$ cat config.mk
export PLATFORM = sky130hd
export DESIGN_NAME = dmem_arbiter
export DESIGN_NICKNAME = d
export VERILOG_FILES = /design/src/rtl/dmem_arbiter.sv
export SDC_FILE = /design/constraint.sdc
export NUM_CORES = 1
export LEC_CHECK = 0
export BUFFER_PORTS_ARGS = -buffer_cell sky130_fd_sc_hd__buf_2
export CAP_MARGIN = 30
export CORE_AREA = 2 2 118 120
export DETAILED_ROUTE_END_ITERATION = 8
export DIE_AREA = 0 0 120 122
export SYNTH_ARGS = -nofsm -noshare
export SYNTH_HDL_FRONTEND = slang
export SYNTH_SLANG_ARGS = --single-unit
$ cat constraint.sdc
create_clock -name clk -period 2.3 [get_ports clk]
set_input_delay 0.46 -clock clk [delete_from_list [all_inputs] [get_ports clk]]
set_output_delay 0.46 -clock clk [all_outputs]
set_load 0.02 [all_outputs]
$ cat src/rtl/dmem_arbiter.sv
// rtl/dmem_arbiter.sv - two-requester arbiter in front of the single-port data memory
//
// Purpose:
//   Shares one 1024 x 32 data memory (sync write, comb read) between M0 (CPU MEM
//   stage) and M1 (debug / program-loader port). One access per cycle, grant given
//   in the same cycle, read response registered and presented the following cycle.
//   Raises cpu_stall whenever M0 is requesting but not granted.
//
// Configuration:
//   DMEM_ARB_RR_EN  defined   -> round-robin on conflict (side not in last_gnt wins)
//                   undefined -> fixed M0 priority, M1 forced a grant after
//                                STARVE_LIMIT consecutive losses
//
// Ports:
//   clk, rst                  clock, synchronous active-high reset
//   m0_req/we/addr/wdata      M0 request (level, held until granted)
//   m0_gnt                    M0 accepted this cycle (combinational)
//   m0_rvalid/m0_rdata        M0 read response (registered, cycle after grant)
//   m1_*                      same set for M1
//   err                       registered pulse: granted access was out of range
//   cpu_stall                 m0_req & ~m0_gnt
//   mem_we/mem_addr/mem_wd    memory drive from the granted side (0 when idle)
//   mem_rd                    memory combinational read data

module dmem_arbiter #(
   parameter int DATA_W       = 32,
   parameter int ADDR_W       = 32,
   parameter int DEPTH        = 1024,
   parameter int STARVE_LIMIT = 4
) (
   input  logic              clk,
   input  logic              rst,
   input  logic              m0_req,
   input  logic              m0_we,
   input  logic [ADDR_W-1:0] m0_addr,
   input  logic [DATA_W-1:0] m0_wdata,
   output logic              m0_gnt,
   output logic              m0_rvalid,
   output logic [DATA_W-1:0] m0_rdata,
   input  logic              m1_req,
   input  logic              m1_we,
   input  logic [ADDR_W-1:0] m1_addr,
   input  logic [DATA_W-1:0] m1_wdata,
   output logic              m1_gnt,
   output logic              m1_rvalid,
   output logic [DATA_W-1:0] m1_rdata,
   output logic              err,
   output logic              cpu_stall,
   output logic              mem_we,
   output logic [ADDR_W-1:0] mem_addr,
   output logic [DATA_W-1:0] mem_wd,
   input  logic [DATA_W-1:0] mem_rd
);

   localparam logic [ADDR_W-1:0] DEPTH_A = ADDR_W'(DEPTH);

`ifdef DMEM_ARB_RR_EN
   // 0 = M0 was granted last, 1 = M1 was granted last
   logic last_gnt;
`else
   localparam logic [3:0] LIMIT = 4'(STARVE_LIMIT);
   logic [3:0] starve_cnt;
`endif

   logic              any_gnt;
   logic              sel_we;
   logic              sel_in_range;
   logic [ADDR_W-1:0] sel_addr;
   logic [DATA_W-1:0] sel_wd;
   logic [DATA_W-1:0] rd_resp;

   // Grant decision; nothing is granted while reset is held
   always_comb begin
      m0_gnt = 1'b0;
      m1_gnt = 1'b0;
      if (!rst) begin
         if (m0_req && m1_req) begin
`ifdef DMEM_ARB_RR_EN
            if (last_gnt) m0_gnt = 1'b1;
            else          m1_gnt = 1'b1;
`else
            if (starve_cnt == LIMIT) m1_gnt = 1'b1;
            else                     m0_gnt = 1'b1;
`endif
         end else begin
            m0_gnt = m0_req;
            m1_gnt = m1_req;
         end
      end
   end

   // Memory-side mux from whichever side won
   always_comb begin
      sel_we   = 1'b0;
      sel_addr = '0;
      sel_wd   = '0;
      if (m1_gnt) begin
         sel_we   = m1_we;
         sel_addr = m1_addr;
         sel_wd   = m1_wdata;
      end else if (m0_gnt) begin
         sel_we   = m0_we;
         sel_addr = m0_addr;
         sel_wd   = m0_wdata;
      end
   end

   assign any_gnt      = m0_gnt | m1_gnt;
   assign sel_in_range = (sel_addr < DEPTH_A);
   assign mem_we       = any_gnt & sel_we & sel_in_range;
   assign mem_addr     = sel_addr;
   assign mem_wd       = sel_wd;
   assign cpu_stall    = m0_req & ~m0_gnt;

   // Out-of-range reads complete with zero data rather than whatever mem_rd shows
   assign rd_resp = sel_in_range ? mem_rd : '0;

   always_ff @(posedge clk) begin
      if (rst) begin
         m0_rvalid <= 1'b0;
         m0_rdata  <= '0;
         m1_rvalid <= 1'b0;
         m1_rdata  <= '0;
         err       <= 1'b0;
`ifdef DMEM_ARB_RR_EN
         last_gnt  <= 1'b1;
`else
         starve_cnt <= '0;
`endif
      end else begin
         m0_rvalid <= m0_gnt & ~m0_we;
         m1_rvalid <= m1_gnt & ~m1_we;
         // rdata only moves on a granted read; otherwise the last response is held
         if (m0_gnt && !m0_we) m0_rdata <= rd_resp;
         if (m1_gnt && !m1_we) m1_rdata <= rd_resp;
         err <= any_gnt & ~sel_in_range;
`ifdef DMEM_ARB_RR_EN
         if (m0_gnt)      last_gnt <= 1'b0;
         else if (m1_gnt) last_gnt <= 1'b1;
`else
         if (!m1_req || m1_gnt)     starve_cnt <= '0;
         else if (starve_cnt != LIMIT) starve_cnt <= starve_cnt + 4'd1;
`endif
      end
   end

endmodule

# Word-level counts from Yosys, hierarchy flattened
# Cells that the tools add are included.
# word_totals
register_bits	71
input_bits	166
output_inout_bits	135
word_cells	42
# op_classes
addsub	1
order_cmp	1
eq_ne	2
mux	13
bitwise_logic	11
n_reduce_logical	8
# op_table
op	n
$mux 32	5
$lt 32x11->1 const B	1
$mux 1	8
$and 1x1->1	6
$add 4x1->4 const B	1
$eq 4x3->1 const B	1
$ne 4x3->1 const B	1
$not 1->1	4
$logic_and 1x1->1	3
$logic_not 1->1	3
$reduce_or 2->1	1
$logic_or 1x1->1	1
$or 1x1->1	1

# Depth between registers and ports, before layout
# Gate-level depths: netlist of the first run.
# depth
word_depth	9
depth_mapped	10
mapped_depth_nobuf	8

# Worst setup path before layout of the first run
# No wires, ideal clock.
# synth_path
kind	in2out
from	input port m1_addr[24]
to	output port mem_we
arrival_ns	2.004
required_time_ns	1.840
path_slack_ns	-0.164
path_stages	4
n_path_buf	0
cell_sequence	or4_4 > nor4_4 > o21ai_0 > nor4_1
# synth_between
elab_chain_cells	3
# synth_lines
element	line_no	text
from (decl)	42	input logic [ADDR_W-1:0] m1_addr,
$mux 32	97	if (m1_gnt) begin
$lt 32x11->1	109	assign sel_in_range = (sel_addr < DEPTH_A);
$and 1x1->1	110	assign mem_we = any_gnt & sel_we & sel_in_range;
to (decl)	49	output logic mem_we,
# Every way passes these cells.

# Worst setup path in the final report of the first run
# layout_path
from	register starve_cnt[0]
to	output port mem_addr[26]
# layout_between
elab_chain_cells	6
elab_cells_between_ends	9
cone_classes	1 x eq/ne; 8 x mux
# layout_lines
element	line_no	text
from (decl)	62	logic [3:0] starve_cnt;
from (signal assigned)	142	else if (starve_cnt != LIMIT) starve_cnt <= starve_cnt + 4'd1;
$eq 4x3->1 (*)	82	if (starve_cnt == LIMIT) m1_gnt = 1'b1;
$mux 1	82	
$mux 1	77	if (m0_req && m1_req) begin
$mux 1	76	if (!rst) begin
$mux 32	101	end else if (m0_gnt) begin
$mux 32 (*)	97	
to (decl)	50	output logic [ADDR_W-1:0] mem_addr,
# Mark *: on every way between the ends. The rest lies on a longest branch, timed or not.

==> results of run 1 <==
layout make-up:
cell class	instances	area [um^2]	area share (%)
Clock inverter	7	95.1	1.57
Multi-Input combinational cell	206	1790	29.5
Inverter	5	23.8	0.391
Sequential cell	71	1420	23.4
Clock buffer	9	225	3.71
Timing Repair Buffer	336	2290	37.7
Tap cell	180	225	3.71
Antenna cell	1	2.50	0.0412
worst max-delay path, cell delays in order, from the launching register on:
cell	delay [ps]
sky130_fd_sc_hd__dfxtp_2	330
sky130_fd_sc_hd__inv_2	40
sky130_fd_sc_hd__ha_4	160
sky130_fd_sc_hd__nand3b_1	100
sky130_fd_sc_hd__a21o_1	220
sky130_fd_sc_hd__clkinv_4	100
sky130_fd_sc_hd__buf_12	150
sky130_fd_sc_hd__buf_12	150
sky130_fd_sc_hd__a22o_4	270
sky130_fd_sc_hd__buf_6	130
power by group through the flow:
stage | registers, mW | logic (mW) | clock network, mW
after floorplan | 1.31 | 0.289 | 0
after global placement | 1.29 | 0.673 | 0
after detailed placement | 1.29 | 0.675 | 0
after CTS | 1.26 | 0.777 | 1.49
after global routing | 1.26 | 0.858 | 1.56
final | 1.26 | 0.816 | 1.46
how the worst max path moves through the flow:
stage | from | to | slack (ps) | cells past startpoint
floorplan | starve_cnt[0] | mem_addr[0] | 3 | 7
global placement | m1_addr[24] | mem_we | -80 | 6
detailed placement | m1_addr[24] | mem_we | -70 | 6
CTS | starve_cnt[0] | mem_we | -90 | 9
global route | starve_cnt[0] | mem_wd[12] | -210 | 9
finish | starve_cnt[0] | mem_addr[26] | -140 | 9
per-stage QoR:
stage | hold WS (ps) | worst slack (ps) | util [%] | TNS (ps)
6_report | 353 | -140 | 45.0 | -6750
5_1_grt | 357 | -215 | 45.0 | -11910
3_5_place_dp | 454 | -71.8 | 37.8 | -71.8
2_1_floorplan | 430 | 3.23 | - | 0
4_1_cts | 348 | -93.0 | 43.6 | -2220
3_3_place_gp | 445 | -75.0 | 37.8 | -75.0
repair_timing:
action,CTS,global route
endpoints found under the setup margin,67,66
gates cloned,2,0
setup buffers,6,5
resized for setup,100,44
pin swaps,8,41
cell families after synthesis:
group / synth area share, %
buffers and inverters: 6.71
AO/OA/AOI/OAI: 36.2
AND/OR/NAND/NOR: 13.2
adder cells (fa/ha/maj): 0.754
XOR/XNOR: 0.264
flip-flops: 42.8
cells in the final DEF, fill, tap and decap left out, types with 2 or more instances in the layout:
cell type,Yosys,layout
sky130_fd_sc_hd__a22o_4,0,9
sky130_fd_sc_hd__buf_4,0,22
sky130_fd_sc_hd__nor3_1,3,3
sky130_fd_sc_hd__buf_2,5,245
sky130_fd_sc_hd__nand2b_1,2,2
sky130_fd_sc_hd__clkbuf_16,0,9
sky130_fd_sc_hd__bufinv_16,0,2
sky130_fd_sc_hd__nand2_1,2,2
sky130_fd_sc_hd__o21ai_1,1,2
sky130_fd_sc_hd__clkinv_2,0,2
sky130_fd_sc_hd__dfxtp_2,0,2
sky130_fd_sc_hd__nor2b_1,34,33
sky130_fd_sc_hd__nand4_1,2,2
sky130_fd_sc_hd__inv_6,0,2
sky130_fd_sc_hd__nor4_1,8,7
sky130_fd_sc_hd__a22o_1,94,86
sky130_fd_sc_hd__buf_12,0,9
sky130_fd_sc_hd__dfxtp_1,71,69
sky130_fd_sc_hd__buf_6,2,56
sky130_fd_sc_hd__buf_8,3,2
sky130_fd_sc_hd__inv_2,0,3
sky130_fd_sc_hd__a32o_1,32,32
sky130_fd_sc_hd__buf_16,0,2
sky130_fd_sc_hd__nor2_1,8,6
sky130_fd_sc_hd__nor2_2,0,2
metal layers:
layer,up-vias,track usage (%),part of all wire (%)
met5,-,0,0
met4,0,5.29,1.6
met3,12,7.30,10
met2,195,38.8,49
met1,1918,28.1,39
li1,1885,-,-
registers in the layout, summed over array words and instances, names as in the netlist:
name        count
err             1
m0_rdata       32
m0_rvalid       1
m1_rdata       32
m1_rvalid       1
starve_cnt      4
==> impl_metrics.env, run 1 <==
export IMPL_wire_length_reported_by_the_detailed_router_um=17500
export IMPL_syn2layout_area_growth_pct=83.0
export IMPL_wire_per_inst_um=21.5
export IMPL_cts_hold_buf=0
export IMPL_syn_mean_instance_area_um2=10.5
export IMPL_crit_required_ps=1840
export IMPL_report_power_total_mw=3.54
export IMPL_clockBufferDepth=2
export IMPL_hold_crit_start="mem_rd[8]"
export IMPL_criticalPathCategory="reg -> out"
export IMPL_worst_hold_path_endpoint="m1_rdata[8]"
export IMPL_switching_share_pct=26.9
export IMPL_port_buffer_count=300
export IMPL_clock_power_share_pct=41.3
export IMPL_clock_sinks=71
export IMPL_internal_power_mw=2.59
export IMPL_maxSlewViolCount=0
export IMPL_maximum_number_of_pins_on_one_net_before_global_route_repair=37
export IMPL_cellLeakagePower_nw=3.02
export IMPL_rr_startpoint="starve_cnt[0]"
export IMPL_skew_ps=8.10
export IMPL_place_congestion=1.08
export IMPL_max_freq_mhz=410
export IMPL_ctsRootBufferMaster="sky130_fd_sc_hd__clkbuf_16"
export IMPL_slew_headroom_pct=59.5
export IMPL_final_net_count=797
export IMPL_ys_flop_type="sky130_fd_sc_hd__dfxtp_1"
export IMPL_synthCells=317
export IMPL_filler_cell_count=1312
export IMPL_layout_cells_non_filler=815
export IMPL_postPlaceCellArea_mm2=0.00510
export IMPL_hold_viol_final=0
export IMPL_worst_path_max_fanout=17
export IMPL_failed_checks="setup timing"
export IMPL_viasPerCell=4.92
export IMPL_ant_nets=0
export IMPL_power_switching_mw=0.952
export IMPL_fp_row_count=43
export IMPL_synth_seq_cells=71
export IMPL_starting_density_pct=24.6
export IMPL_cp_end_kind="primary output"
export IMPL_count_of_cell_types_in_the_netlist=35
export IMPL_ys_top_cells_by_count="94 x sky130_fd_sc_hd__a22o_1, 71 x sky130_fd_sc_hd__dfxtp_1, 34 x sky130_fd_sc_hd__nor2b_1, 32 x sky130_fd_sc_hd__a32o_1, 15 x sky130_fd_sc_hd__clkbuf_1"
export IMPL_ir_drop_v=0.000434
export IMPL_outcome="finished, violations left"
export IMPL_cts_tree="built"
export IMPL_number_of_max_capacitance_violations_reported=0
export IMPL_power_per_cell_area_mw_per_mm2=582
export IMPL_yosysTopAreaCellShare_pct=42.8
export IMPL_congestion_overflow_gr=0
export IMPL_crit_path_arrival_time_ps=1980
export IMPL_grt_pass1_vias=3974
export IMPL_synthesis_area_mm2=0.00332
export IMPL_drt_pre_antenna_iters=4
export IMPL_max_slew_worst_pin_slew_ps=607
export IMPL_min_path_cells=2
export IMPL_floorplan_die_width_um=120
export IMPL_track_usage_pct=22.8
export IMPL_drive_above_1_share_pct=59.8
export IMPL_synth_edf_count=0
export IMPL_worst_setup_hold_path_clk_slew_ps=60
export IMPL_coreArea_mm2=0.0135
export IMPL_seqPwrFrac_pct=35.6
export IMPL_share_comb_of_total_power_pct=23.1
export IMPL_netlist_top_cells_area="sky130_fd_sc_hd__dfxtp_1 43%, sky130_fd_sc_hd__a22o_1 25%, sky130_fd_sc_hd__a32o_1 9.6%"
export IMPL_grt_first_pass_wirelength_um=24700
export IMPL_post_synth_top_area_cell="sky130_fd_sc_hd__dfxtp_1"
export IMPL_place_inst=786
export IMPL_cts_htree_levels=3
export IMPL_timing_reg2reg_setup_slack_ps=170
export IMPL_post_route_drc_count=0
export IMPL_timing_rr_end="m0_rdata[18]"
export IMPL_critical_path_startpoint_type="flip-flop"
export IMPL_setup_repair_after_global_routing_missed_its_margin="true"
export IMPL_place_hpwl_um=14000
export IMPL_initialDrtViolationCount=166
export IMPL_kind_of_path_behind_the_tightest_hold_check="in -> reg"
export IMPL_timing_final_crit_share_pct=106
export IMPL_report_final_setup_viol=64
export IMPL_synth_warning_count=0
export IMPL_finalWorstPathRequiredPeriod_ps=2440
export IMPL_yosysSeqAreaShare_pct=42.8
export IMPL_initial_antenna_violation_count=1
export IMPL_fp_dieArea_mm2=0.0146
export IMPL_timing_final_ws_setup_ps=-140
export IMPL_ioPinCount=301
export IMPL_most_frequently_used_cell_type_in_the_post_synthesis_netlist="sky130_fd_sc_hd__a22o_1"
export IMPL_cts_buffers_inserted=9
export IMPL_final_design_area_no_fill_mm2=0.00607
export IMPL_clock_insertion_delay_worst_skew_ps=320
export IMPL_nets_in_the_synthesized_netlist=485
export IMPL_vias=4010
export IMPL_dieHeight_um=122
export IMPL_synth_async_reset_ratio_pct=0
export IMPL_worstRegToRegCells=11
Power figures use the tool's default switching activity.
==> inputs of run 2 (changes only) <==
--- a/config.mk
+++ b/config.mk
@@ -7,9 +7,10 @@
 export LEC_CHECK = 0
 export BUFFER_PORTS_ARGS = -buffer_cell sky130_fd_sc_hd__buf_2
 export CAP_MARGIN = 30
-export CORE_AREA = 2 2 118 120
+export CORE_AREA = 2 2 116 118
+export CTS_CLUSTER_SIZE = 24
 export DETAILED_ROUTE_END_ITERATION = 8
-export DIE_AREA = 0 0 120 122
+export DIE_AREA = 0 0 118 120
 export SYNTH_ARGS = -nofsm -noshare
 export SYNTH_HDL_FRONTEND = slang
 export SYNTH_SLANG_ARGS = --single-unit
==> constraint.sdc (replaced) <==
create_clock -name clk -period 3 [get_ports clk]
set_input_delay 0.6 -clock clk [delete_from_list [all_inputs] [get_ports clk]]
set_output_delay 0.6 -clock clk [all_outputs]
set_load 0.02 [all_outputs]
==> run 2 against run 1 <==
The run now ends clean. Critical path type unchanged. Die area fell by 3.3%. Highest routed layer unchanged. Largest cell class is now multi-input combinational cells. Clock-buffer cell count rose by 3. Largest power group unchanged. First-iteration DRC count rose by 50%. Hold slack improved by 110 ps.
==> impl_metrics.env, run 2 (synthesis gave the netlist of run 1 again) <==
export IMPL_syn2layout_area_growth_pct=57.9
export IMPL_power_per_cell_area_mw_per_mm2=465
export IMPL_critical_path_startpoint_type="flip-flop"
export IMPL_place_hpwl_um=13900
export IMPL_worst_setup_hold_path_clk_slew_ps=50
export IMPL_final_net_count=772
export IMPL_vias=3963
export IMPL_drive_above_1_share_pct=55.0
export IMPL_report_power_total_mw=2.44
export IMPL_layout_cells_most_common_list="300 x sky130_fd_sc_hd__buf_2, 94 x sky130_fd_sc_hd__a22o_1, 71 x sky130_fd_sc_hd__dfxtp_1, 34 x sky130_fd_sc_hd__nor2b_1, 32 x sky130_fd_sc_hd__a32o_1"
export IMPL_maximum_number_of_pins_on_one_net_before_global_route_repair=47
export IMPL_ir_drop_v=0.000372
export IMPL_initial_antenna_violation_count=3
export IMPL_cts_hold_buf=0
export IMPL_wire_per_inst_um=21.4
export IMPL_setup_repair_after_global_routing_missed_its_margin="false"
export IMPL_grt_pass1_vias=3954
export IMPL_post_cts_resized_instances=0
export IMPL_ioPinCount=301
export IMPL_initialDrtViolationCount=249
export IMPL_clock_insertion_delay_worst_skew_ps=330
export IMPL_report_final_setup_viol=0
export IMPL_clockBufferDepth=2
export IMPL_cts_tree="built"
export IMPL_criticalPathCategory="reg -> out"
export IMPL_rr_startpoint="starve_cnt[0]"
export IMPL_clock_sinks=71
export IMPL_finalWorstPathRequiredPeriod_ps=2870
export IMPL_critical_path_startpoint="starve_cnt[0]"
export IMPL_cts_htree_levels=3
export IMPL_coreArea_mm2=0.0130
export IMPL_timing_rr_end="m1_rdata[11]"
export IMPL_drt_pre_antenna_iters=4
export IMPL_starting_density_pct=25.6
export IMPL_viasPerCell=5.03
export IMPL_total_area_of_multi_input_combinational_cells_mm2=0.00169
export IMPL_timing_final_crit_share_pct=95.7
export IMPL_cts_setup_buffers=0
export IMPL_timing_reg2reg_setup_slack_ps=760
export IMPL_slew_headroom_pct=61.7
export IMPL_postLayoutCoreUtil_pct=40.4
export IMPL_wire_length_reported_by_the_detailed_router_um=16900
export IMPL_cts_buffers_inserted=9
export IMPL_cp_end_kind="primary output"
export IMPL_worst_path_max_fanout=15
export IMPL_track_usage_pct=23.2
export IMPL_filler_cell_count=1379
export IMPL_dieHeight_um=120
export IMPL_port_buffer_count=300
export IMPL_congestion_overflow_gr=0
export IMPL_most_frequent_standard_cell_in_the_layout_excluding_fill_and_tap_cells="sky130_fd_sc_hd__buf_2"
export IMPL_grt_first_pass_wirelength_um=24500
export IMPL_post_route_drc_count=0
export IMPL_ant_nets=0
export IMPL_floorplan_die_width_um=118
export IMPL_layout_area_seq_mm2=0.00142
export IMPL_fp_dieArea_mm2=0.0142
export IMPL_final_layout_setup_total_negative_slack_ps=0
export IMPL_skew_ps=7.70
export IMPL_holdWs_ps=459
export IMPL_number_of_max_capacitance_violations_reported=0
export IMPL_critical_path_endpoint="mem_we"
export IMPL_crit_path_arrival_time_ps=2270
export IMPL_cellLeakagePower_nw=2.72
export IMPL_ctsRootBufferMaster="sky130_fd_sc_hd__clkbuf_16"
export IMPL_outcome="complete, no violations"
export IMPL_place_congestion=0.921
export IMPL_fp_row_count=42
export IMPL_hold_viol_final=0
export IMPL_crit_required_ps=2400
export IMPL_maxSlewViolCount=0
export IMPL_max_slew_worst_pin_slew_ps=569
export IMPL_worstRegToRegCells=9
export IMPL_kind_of_path_behind_the_tightest_hold_check="reg -> reg"
export IMPL_max_freq_mhz=348
export IMPL_reg_largest_list="m0_rdata: 32 flops, m1_rdata: 32 flops, starve_cnt: 4 flops"
run 2: changes by cell type in the layout (fill, tap and decap cells not counted), moves of 3 or more:
cell                     before  now
sky130_fd_sc_hd__a22o_4       9    0
sky130_fd_sc_hd__buf_2      245  300
sky130_fd_sc_hd__inv_1        1    4
sky130_fd_sc_hd__buf_12       9    2
sky130_fd_sc_hd__buf_4       22    9
sky130_fd_sc_hd__a22o_1      86   94
sky130_fd_sc_hd__buf_6       56    0
run 2: report_power, final:
group	total [mW]	switching, mW	internal [mW]	leakage [nW]
Sequential	0.965	0.00706	0.958	0.574
Clock	0.972	0.388	0.585	0.137
Combinational	0.498	0.299	0.199	2.01
Total	2.44	0.694	1.74	2.72
run 2: through the flow:
step | setup WS, ps | cells | cell area (um^2)
floorplan | 256 | 317 | 3320
global placement | 260 | 769 | 4960
detailed placement | 273 | 769 | 4960
CTS | 137 | 785 | 5230
global route | 2.90 | 788 | 5240
finish | 130 | 788 | 5240
run 2: critical path, stage by stage (launching register included):
cell	delay (ps)
sky130_fd_sc_hd__dfxtp_1	370
sky130_fd_sc_hd__inv_1	60
sky130_fd_sc_hd__ha_1	220
sky130_fd_sc_hd__nand3b_1	120
sky130_fd_sc_hd__a21o_1	190
sky130_fd_sc_hd__inv_2	150
sky130_fd_sc_hd__a22oi_2	270
sky130_fd_sc_hd__inv_1	90
sky130_fd_sc_hd__nor4_1	270
sky130_fd_sc_hd__buf_2	210
run 2: routing by layer:
metal  global-route usage [%]  vias up  routed length (um)
met2                     36.3      219                7680
met4                     6.48        0                 289
li1                         -     1833                   -
met1                     27.5     1892                6790
met3                     12.6       19                2120
met5                        0        -                   0
run 2: worst min-delay path by stage:
stage | start | endpoint | slack [ps] | depth (start not counted)
after floorplan | starve_cnt[0] | starve_cnt[0] | 430 | 1
after global placement | starve_cnt[0] | starve_cnt[0] | 440 | 1
after detailed placement | starve_cnt[0] | starve_cnt[0] | 450 | 1
after CTS | starve_cnt[0] | starve_cnt[0] | 460 | 1
after global routing | m0_rdata[12] | m0_rdata[12] | 480 | 1
final | starve_cnt[0] | starve_cnt[0] | 460 | 1
run 2: area by class of cell:
type                            instances  share of cell area [%]
Antenna cell                            3                   0.143
Clock buffer                           12                    4.70
Clock inverter                          4                   0.597
Inverter                                5                   0.358
Multi-Input combinational cell        206                    32.2
Sequential cell                        71                    27.1
Tap cell                              176                    4.20
Timing Repair Buffer                  311                    30.7
==> inputs of run 3 (changes only) <==
--- a/config.mk
+++ b/config.mk
@@ -7,10 +7,10 @@
 export LEC_CHECK = 0
 export BUFFER_PORTS_ARGS = -buffer_cell sky130_fd_sc_hd__buf_2
 export CAP_MARGIN = 30
-export CORE_AREA = 2 2 116 118
+export CORE_AREA = 2 2 118 120
 export CTS_CLUSTER_SIZE = 24
 export DETAILED_ROUTE_END_ITERATION = 8
-export DIE_AREA = 0 0 118 120
+export DIE_AREA = 0 0 120 122
 export SYNTH_ARGS = -nofsm -noshare
 export SYNTH_HDL_FRONTEND = slang
 export SYNTH_SLANG_ARGS = --single-unit
==> constraint.sdc (replaced) <==
create_clock -name clk -period 2.4 [get_ports clk]
set_input_delay 0.48 -clock clk [delete_from_list [all_inputs] [get_ports clk]]
set_output_delay 0.48 -clock clk [all_outputs]
set_load 0.02 [all_outputs]
==> run 3 against run 2 <==
The flow now finishes with violations (setup timing). Via count rose by 2.2%. Core utilization rose by 5.1 points. Non-clock buffer count rose by 21. Critical endpoint unchanged. Highest routed layer unchanged.
==> impl_metrics.env, run 3 (synthesis gave the netlist of run 1 again) <==
export IMPL_outcome="finished, violations left"
export IMPL_failed_checks="setup timing"
export IMPL_clockBufferDepth=2
export IMPL_postLayoutCoreUtil_pct=45.5
export IMPL_syn2layout_area_growth_pct=85.0
export IMPL_cts_htree_levels=3
export IMPL_max_slew_worst_pin_slew_ps=628
export IMPL_kind_of_path_behind_the_tightest_hold_check="in -> reg"
export IMPL_place_hpwl_um=13900
export IMPL_starting_density_pct=24.6
export IMPL_timing_final_ws_setup_ps=-32.3
export IMPL_clock_insertion_delay_worst_skew_ps=320
export IMPL_hold_viol_final=0
export IMPL_drive_above_1_share_pct=59.4
export IMPL_maxSlewViolCount=0
export IMPL_final_net_count=793
export IMPL_timing_final_crit_share_pct=101
export IMPL_ctsRootBufferMaster="sky130_fd_sc_hd__clkbuf_16"
export IMPL_congestion_overflow_gr=0
export IMPL_skew_ps=6.59
export IMPL_worst_setup_hold_path_clk_slew_ps=60
export IMPL_grt_first_pass_wirelength_um=25800
export IMPL_vias=4051
export IMPL_fp_dieArea_mm2=0.0146
export IMPL_port_buffer_count=300
export IMPL_initial_antenna_violation_count=1
export IMPL_cts_tree="built"
export IMPL_cts_buffers_inserted=9
export IMPL_crit_path_arrival_time_ps=1950
export IMPL_cp_end_kind="primary output"
export IMPL_maximum_number_of_pins_on_one_net_before_global_route_repair=53
export IMPL_cellLeakagePower_nw=3.03
export IMPL_slew_headroom_pct=58.1
export IMPL_most_frequent_standard_cell_in_the_layout_excluding_fill_and_tap_cells="sky130_fd_sc_hd__buf_2"
export IMPL_ir_drop_v=0.000462
export IMPL_finalWorstPathRequiredPeriod_ps=2430
export IMPL_number_of_max_capacitance_violations_reported=0
export IMPL_cts_hold_buf=0
export IMPL_layout_cells_most_common_list="235 x sky130_fd_sc_hd__buf_2, 86 x sky130_fd_sc_hd__a22o_1, 69 x sky130_fd_sc_hd__dfxtp_1, 64 x sky130_fd_sc_hd__buf_6, 34 x sky130_fd_sc_hd__nor2b_1"
export IMPL_clock_sinks=71
export IMPL_max_freq_mhz=411
export IMPL_setup_repair_after_global_routing_missed_its_margin="true"
export IMPL_ant_nets=0
export IMPL_power_per_cell_area_mw_per_mm2=580
export IMPL_grt_pass1_vias=4173
export IMPL_place_inst=779
export IMPL_crit_required_ps=1920
export IMPL_floorplan_die_width_um=120
export IMPL_viasPerCell=5.00
export IMPL_drt_pre_antenna_iters=7
export IMPL_reg_largest_list="m0_rdata: 32 flops, m1_rdata: 32 flops, starve_cnt: 4 flops"
export IMPL_coreArea_mm2=0.0135
export IMPL_criticalPathCategory="reg -> out"
export IMPL_critical_path_startpoint_type="flip-flop"
export IMPL_wire_per_inst_um=22.5
export IMPL_report_power_total_mw=3.56
export IMPL_initialDrtViolationCount=175
export IMPL_dieHeight_um=122
export IMPL_report_final_setup_viol=5
export IMPL_ioPinCount=301
export IMPL_track_usage_pct=23.8
export IMPL_place_congestion=1.06
export IMPL_worst_path_max_fanout=3
export IMPL_pre_cts_slack_ps=-43.2
export IMPL_layout_cells_non_filler=811
export IMPL_fp_row_count=43
export IMPL_wire_length_reported_by_the_detailed_router_um=18200
export IMPL_post_route_drc_count=0
## run 3: changes by cell type in the layout (fill, tap and decap cells not counted), sizes merged
cell and delta:
clkbuf -2, diode -2, buf +20, bufinv +3, clkinv -3, inv +3
## run 3: metrics by stage
stage               hold slack, ps  setup TNS (ps)  instance area, um^2
floorplan                      430               0                 3330
global placement               436           -42.9                 5040
detailed placement             449           -43.2                 5040
CTS                            366            -173                 6000
global route                   372           -3810                 6140
finish                         376           -70.4                 6140
## run 3: area by class of cell
cell class	count	area, um^2
clock buffer	9	225
clock inverter	7	128
sequential	71	1420
inverter	5	18.8
antenna	1	2.50
fill	1309	7360
timing repair buffer	332	2340
multi-input combinational	206	1780
tap	180	225
## run 3: path summary, 6_finish.rpt
kind	from	endpoint	slack, ps	cells past startpoint
setup reg to reg	starve_cnt[1]	m1_rdata[25]	430	9
hold / removal	mem_rd[23]	m1_rdata[23]	380	2
setup / recovery	starve_cnt[1]	mem_we	-30	9
hold reg to reg	m0_rdata[5]	m0_rdata[5]	460	1
## run 3: report_power, final
group | switching [mW] | internal [mW]
sequential | 0.00957 | 1.20
combinational | 0.420 | 0.381
clock | 0.523 | 1.03
total | 0.952 | 2.61
## run 3: repair_timing
item / 4_1_cts / 5_1_grt
gates cloned: 5 / 1
buffers inserted: 10 / 0
setup endpoints to repair: 66 / 65
gates resized for setup: 117 / 36
pin swaps: 9 / 9
## run 3: worst max-delay path: stages (launching register included)
cell and delay, ps:
sky130_fd_sc_hd__dfxtp_2 320, sky130_fd_sc_hd__inv_2 70, sky130_fd_sc_hd__ha_4 140, sky130_fd_sc_hd__and4b_2 280, sky130_fd_sc_hd__nor2_4 60, sky130_fd_sc_hd__buf_4 150
sky130_fd_sc_hd__a22oi_2 160, sky130_fd_sc_hd__inv_1 90, sky130_fd_sc_hd__nor4_2 160, sky130_fd_sc_hd__buf_4 200
## run 3: routing by layer
metal | vias to the layer above | track usage, % | part of all wire (%) | wire [um]
met4 | 0 | 8.38 | 2.8 | 510
met3 | 20 | 7.58 | 9.9 | 1800
met1 | 1963 | 27.5 | 39 | 7120
met5 | - | 0 | 0 | 0
li1 | 1879 | - | - | -
met2 | 189 | 41.2 | 48 | 8800
